**config.mk**
```make
export PLATFORM = sky130hd
export DESIGN_NAME = bnn_dot_sequencer
export DESIGN_NICKNAME = d
export VERILOG_FILES = /design/src/rtl/bnn_pkg.sv /design/src/rtl/bnn_dot_sequencer.sv
export SDC_FILE = /design/constraint.sdc
export NUM_CORES = 1
export LEC_CHECK = 0
export ABC_AREA = 0
export CAP_MARGIN = 0
export CORE_ASPECT_RATIO = 0.5
export CORE_MARGIN = 2
export CORE_UTILIZATION = 41
export DETAILED_ROUTE_END_ITERATION = 8
export PLACE_DENSITY = 0.87
export SYNTH_ARGS = -nofsm -noshare
export SYNTH_HDL_FRONTEND = slang
export SYNTH_SLANG_ARGS = --single-unit
```
**constraint.sdc**
```tcl
create_clock -name clk -period 4 [get_ports clk]
set_input_delay 0.8 -clock clk [delete_from_list [all_inputs] [get_ports clk]]
set_output_delay 0.8 -clock clk [all_outputs]
set_load 0.03 [all_outputs]
```
**src/rtl/bnn_pkg.sv**
```systemverilog
// bnn_pkg: shared word/result widths, sequencer state encoding and width helpers for the BNN layer
package bnn_pkg;
  localparam int WORD_W = 32;
  localparam int ACC_W = 32;
  typedef enum logic [2:0] {
    S_IDLE,
    S_ISSUE,
    S_DRAIN,
    S_WAIT,
    S_EMIT,
    S_DONE
  } seq_state_t;
  function automatic int addr_w(input int n);
    return n > 1 ? $clog2(n) : 1;
  endfunction
  function automatic int cnt_w(input int n);
    return $clog2(n) + 1;
  endfunction
endpackage

```
**src/rtl/bnn_dot_sequencer.sv**
```systemverilog
// bnn_dot_sequencer: streams packed activation/weight words into an XNOR-popcount engine one neuron at a time and emits binarised results; define BNN_SEQ_THRESH_EN for a signed threshold port
module bnn_dot_sequencer
  import bnn_pkg::*;
#(
  parameter int N_BITS = 256,
  parameter int N_OUT_MAX = 64,
  parameter int N_WORDS = N_BITS / WORD_W,
  parameter int OUT_W = cnt_w(N_OUT_MAX),
  parameter int WADDR_W = addr_w(N_OUT_MAX * N_WORDS),
  parameter int AADDR_W = addr_w(N_WORDS)
) (
  input  logic                    clk,
  input  logic                    rst_n,
  input  logic                    start,
  input  logic [OUT_W-1:0]        n_out,
  output logic                    busy,
  output logic                    done,
  output logic                    act_rd_en,
  output logic [AADDR_W-1:0]      act_addr,
  input  logic [WORD_W-1:0]       act_rdata,
  output logic                    w_rd_en,
  output logic [WADDR_W-1:0]      w_addr,
  input  logic [WORD_W-1:0]       w_rdata,
  output logic                    dot_start,
  output logic [WORD_W-1:0]       dot_a_word,
  output logic [WORD_W-1:0]       dot_w_word,
  output logic                    dot_word_valid,
  output logic                    dot_last_word,
  input  logic                    dot_done,
  input  logic signed [ACC_W-1:0] dot_acc,
  output logic                    out_valid,
  input  logic                    out_ready,
  output logic [OUT_W-1:0]        out_idx,
  output logic signed [ACC_W-1:0] out_acc,
  output logic                    out_bit
`ifdef BNN_SEQ_THRESH_EN
  ,
  input  logic signed [ACC_W-1:0] thresh
`endif
);
  localparam logic [AADDR_W-1:0] A_LAST = AADDR_W'(N_WORDS - 1);
  localparam logic [OUT_W-1:0] N_SAT = OUT_W'(N_OUT_MAX);
  seq_state_t state;
  logic [OUT_W-1:0] n_lat;
  logic [OUT_W-1:0] neuron;
  logic signed [ACC_W-1:0] th;
  assign dot_a_word = act_rdata;
  assign dot_w_word = w_rdata;
`ifdef BNN_SEQ_THRESH_EN
  assign th = thresh;
`else
  assign th = '0;
`endif
  // Sequencer: word issue counter, engine strobes, single-entry result holding stage
  always_ff @(posedge clk or negedge rst_n) begin
    if (!rst_n) begin
      state <= S_IDLE;
      busy <= 1'b0;
      done <= 1'b0;
      n_lat <= '0;
      neuron <= '0;
      act_rd_en <= 1'b0;
      w_rd_en <= 1'b0;
      act_addr <= '0;
      w_addr <= '0;
      dot_start <= 1'b0;
      dot_word_valid <= 1'b0;
      dot_last_word <= 1'b0;
      out_valid <= 1'b0;
      out_idx <= '0;
      out_acc <= '0;
      out_bit <= 1'b0;
    end else begin
      done <= 1'b0;
      dot_start <= 1'b0;
      dot_word_valid <= act_rd_en;
      dot_last_word <= act_rd_en && act_addr == A_LAST;
      case (state)
        S_IDLE: if (start) begin
          busy <= 1'b1;
          n_lat <= n_out > N_SAT ? N_SAT : n_out;
          neuron <= '0;
          if (n_out == '0) state <= S_DONE;
          else begin
            state <= S_ISSUE;
            act_rd_en <= 1'b1;
            w_rd_en <= 1'b1;
            act_addr <= '0;
            w_addr <= '0;
            dot_start <= 1'b1;
          end
        end
        S_ISSUE: if (act_addr == A_LAST) begin
          act_rd_en <= 1'b0;
          w_rd_en <= 1'b0;
          state <= S_DRAIN;
        end else begin
          act_addr <= act_addr + 1'b1;
          w_addr <= w_addr + 1'b1;
        end
        S_DRAIN: state <= S_WAIT;
        S_WAIT: if (dot_done) begin
          out_acc <= dot_acc;
          out_bit <= dot_acc >= th;
          out_idx <= neuron;
          out_valid <= 1'b1;
          state <= S_EMIT;
        end
        S_EMIT: if (out_ready) begin
          out_valid <= 1'b0;
          neuron <= neuron + 1'b1;
          if (neuron + 1'b1 == n_lat) begin
            state <= S_DONE;
            done <= 1'b1;
          end else begin
            state <= S_ISSUE;
            act_rd_en <= 1'b1;
            w_rd_en <= 1'b1;
            act_addr <= '0;
            w_addr <= w_addr + 1'b1;
            dot_start <= 1'b1;
          end
        end
        S_DONE: if (done) begin
          busy <= 1'b0;
          state <= S_IDLE;
        end else done <= 1'b1;
        default: state <= S_IDLE;
      endcase
    end
  end
endmodule

```
==> flow_metrics.env <==
export IMPL_status="finished clean"
export IMPL_max_slew_margin_rel_pct=28.5
export IMPL_place_congestion=0.795
export IMPL_reg2reg_to="w_addr[8]"
export IMPL_top_usage_layer="met2"
export IMPL_grt_pass1_vias=2628
export IMPL_drt_vias_per_instance=5.17
export IMPL_post_cts_resized=0
export IMPL_dp_cells=519
export IMPL_finalHoldViolCount=0
export IMPL_grt_pass1_wl_mm=13.4
export IMPL_postSynthAreaPerCell_um2=10.5
export IMPL_use_met3_pct=4.99
export IMPL_overflow=0
export IMPL_clock_latency_ns=0.33
export IMPL_area_delta_synth_final_pct=23.0
export IMPL_async_reset_ff_share_pct=100
export IMPL_yosysWarnings=0
export IMPL_ant_nets=0
export IMPL_yosysSeqAreaShare_pct=48.6
export IMPL_hold_start="out_bit"
export IMPL_cts_tree="yes"
export IMPL_worstHoldPathType="reg -> reg"
export IMPL_layout_drive_gt1_share_pct=14.5
export IMPL_vias=2760
export IMPL_postCtsSetupBuffers=0
export IMPL_crit_path_end_kind="flop"
export IMPL_cts_inserted_buffers=9
export IMPL_timing_fmax_mhz=374
export IMPL_drt_iter0_drc=160
export IMPL_cts_sinks=76
export IMPL_period_needed_ns=2.67
export IMPL_grt_usage_pct=16.8
export IMPL_arrival_ns=2.91
export IMPL_diodes=0
export IMPL_maxCapViolCount=0
export IMPL_clock_skew_ns=0.00447
export IMPL_p_leak_nw=2.16
export IMPL_place_hpwl_mm=6.42
export IMPL_htree_levels=3
export IMPL_vdd_drop_max_mv=0.280
export IMPL_antenna_found_initial=0
export IMPL_clock_root_buffer="clkbuf_16"
export IMPL_synth_top_area_share_pct=48.6
export IMPL_post_route_period_util_pct=66.8
export IMPL_nFillCells=806
export IMPL_hold_depth=2
export IMPL_synth_cell_types=40
export IMPL_netlist_area_um2=3910
export IMPL_clockBufferDepth=2
export IMPL_reg2reg_depth=8
export IMPL_grt_util_met1_pct=19.0
export IMPL_grt_max_degree=77
export IMPL_startpoint_type="flop"
export IMPL_path_clk_slew_ns=0.06
export IMPL_ctsHoldBuffers=0
export IMPL_setup_tns_ns=0
export IMPL_p_per_area_nw_per_um2=699
export IMPL_reg2reg_from="neuron[0]"
export IMPL_rsz0062_at_grt="false"
export IMPL_syn_inst=373
export IMPL_path_max_fanout=16
export IMPL_die_w_um=142
export IMPL_synth_edff_count=0
export IMPL_finalNetCount=521
export IMPL_netlist_top_cells_count="dfrtp_1, buf_4, mux2_2, o21ai_0, nand2_1"
export IMPL_gr_usage_met2_pct=29.4
export IMPL_syn_nets=485
export IMPL_start_util_pct=41.8
export IMPL_ios=232
export IMPL_row_count=25
export IMPL_ys_ff_latch=76
export IMPL_port_buffers=103
export IMPL_yosys_top_cells_area="dfrtp_1, buf_4, mux2_2"
export IMPL_fin_area_um2=4810
export IMPL_synth_flop_cell="dfrtp_1"
export IMPL_whs_endpoint="out_bit"
export IMPL_die_h_um=73.1
export IMPL_finalSetupViolCount=0
export IMPL_coreArea_um2=9350
export IMPL_drv_slew=0
export IMPL_wl_mm=8.77
export IMPL_r2r_setup_slack_ns=1.33
export IMPL_dr_pass1_iters=4
export IMPL_critPathLaunch="neuron[0]"
export IMPL_worst_pin_slew_ns=1.07
export IMPL_required_ns=4.24
export IMPL_finalNonFillerCells=534
export IMPL_die_area_um2=10400
export IMPL_drc=0
export IMPL_wl_per_cell_um=16.4
export IMPL_place_area_um2=4540
export IMPL_yosysMostFrequentCell="dfrtp_1"
export IMPL_crit_type="reg -> reg"
export IMPL_fin_hold_ws_ns=0.478
export IMPL_synth_top_area_cell="dfrtp_1"
## power by group
part | internal [W] | switching, W
combinational | 0.000636 | 0.000815
clock | 0.000432 | 0.000296
sequential | 0.00100 | 0.000180
## layout make-up
class / instances / area, µm² / share of cell area [%]
well taps: 121 / 151 / 3.15
multi-input cells: 216 / 1450 / 30.1
inverters: 3 / 11.3 / 0.234
clock inverters: 4 / 26.3 / 0.546
flip-flops and latches: 76 / 1900 / 39.5
repair buffers: 103 / 1030 / 21.4
clock buffers: 11 / 243 / 5.04
## how the worst max path moves through the flow
stage	depth (start not counted)	slack [ns]	endpoint
after floorplan	8	1.85	w_addr[7]
after global placement	8	1.08	w_addr[7]
after detailed placement	8	1.0	w_addr[8]
after CTS	8	1.28	w_addr[3]
after global routing	8	1.02	w_addr[3]
final	8	1.33	w_addr[8]
## metal layers
| metal | part of all wire [%] | vias up |
|---|---|---|
| li1 | - | 1282 |
| met1 | 39 | 1351 |
| met3 | 6.1 | 32 |
| met4 | 2.8 | 0 |
| met5 | 0 | - |
| met2 | 52 | 95 |
## metrics by stage
step / total power [W] / setup slack (ns) / util, %
finish: 0.00336 / 1.33 / 51.5
global route: 0.00354 / 1.02 / 51.5
CTS: 0.00340 / 1.28 / 51.5
detailed placement: 0.00265 / 0.999 / 48.6
global placement: 0.00259 / 1.08 / 48.6
floorplan: 0.00217 / 1.85 / -
## placed cells by master (no fill, tap or decap), types with 2 or more instances in the layout
cell type / count
ha_1: 4
and3_1: 4
nand3_2: 2
xnor2_1: 5
nand2_1: 30
mux2_2: 40
a31oi_1: 3
nand2b_1: 16
o31ai_1: 5
inv_1: 3
clkinv_2: 2
a21oi_1: 5
o22ai_1: 2
and2_1: 2
o21ai_0: 34
nor4_1: 3
o21ai_1: 3
nor2_1: 28
dfrtp_1: 76
clkdlybuf4s50_1: 102
nor2b_1: 4
clkbuf_16: 9
a21o_1: 2
xor2_1: 5
nor3_1: 3
nand3_1: 4
## critical path, stage by stage, from the launching register on
cell       delay (ns)
dfrtp_1          0.49
ha_1             0.30
nand2_1          0.07
nor2_1           0.23
xnor2_1          0.18
o2111ai_2        0.17
o21ai_1          0.80
o21ai_0          0.23
o31ai_1          0.11
## registers in the layout, summed over array words and instances, names as in the netlist
register        cells
n_lat               7
out_idx             7
neuron              7
state               3
dot_last_word       1
out_acc            32
w_addr              9
act_addr            3
w_rd_en             1
busy                1
dot_word_valid      1
dot_start           1
done                1
out_bit             1
out_valid           1
## kinds of logic (layout without fill, tap and decap cells)
| kind of cell | Yosys count | after routing | share of synthesized area (%) |
|---|---|---|---|
| multiplexers | 41 | 41 | 11.8 |
| flip-flops | 76 | 76 | 48.6 |
| AND/OR/NAND/NOR | 98 | 98 | 12.0 |
| AO/OA/AOI/OAI | 63 | 63 | 9.66 |
| adder cells (fa/ha/maj) | 4 | 4 | 1.28 |
| buffers and inverters | 81 | 121 | 14.4 |
| XOR/XNOR | 10 | 10 | 2.24 |
No activity file was read; power rests on OpenSTA's default activity.
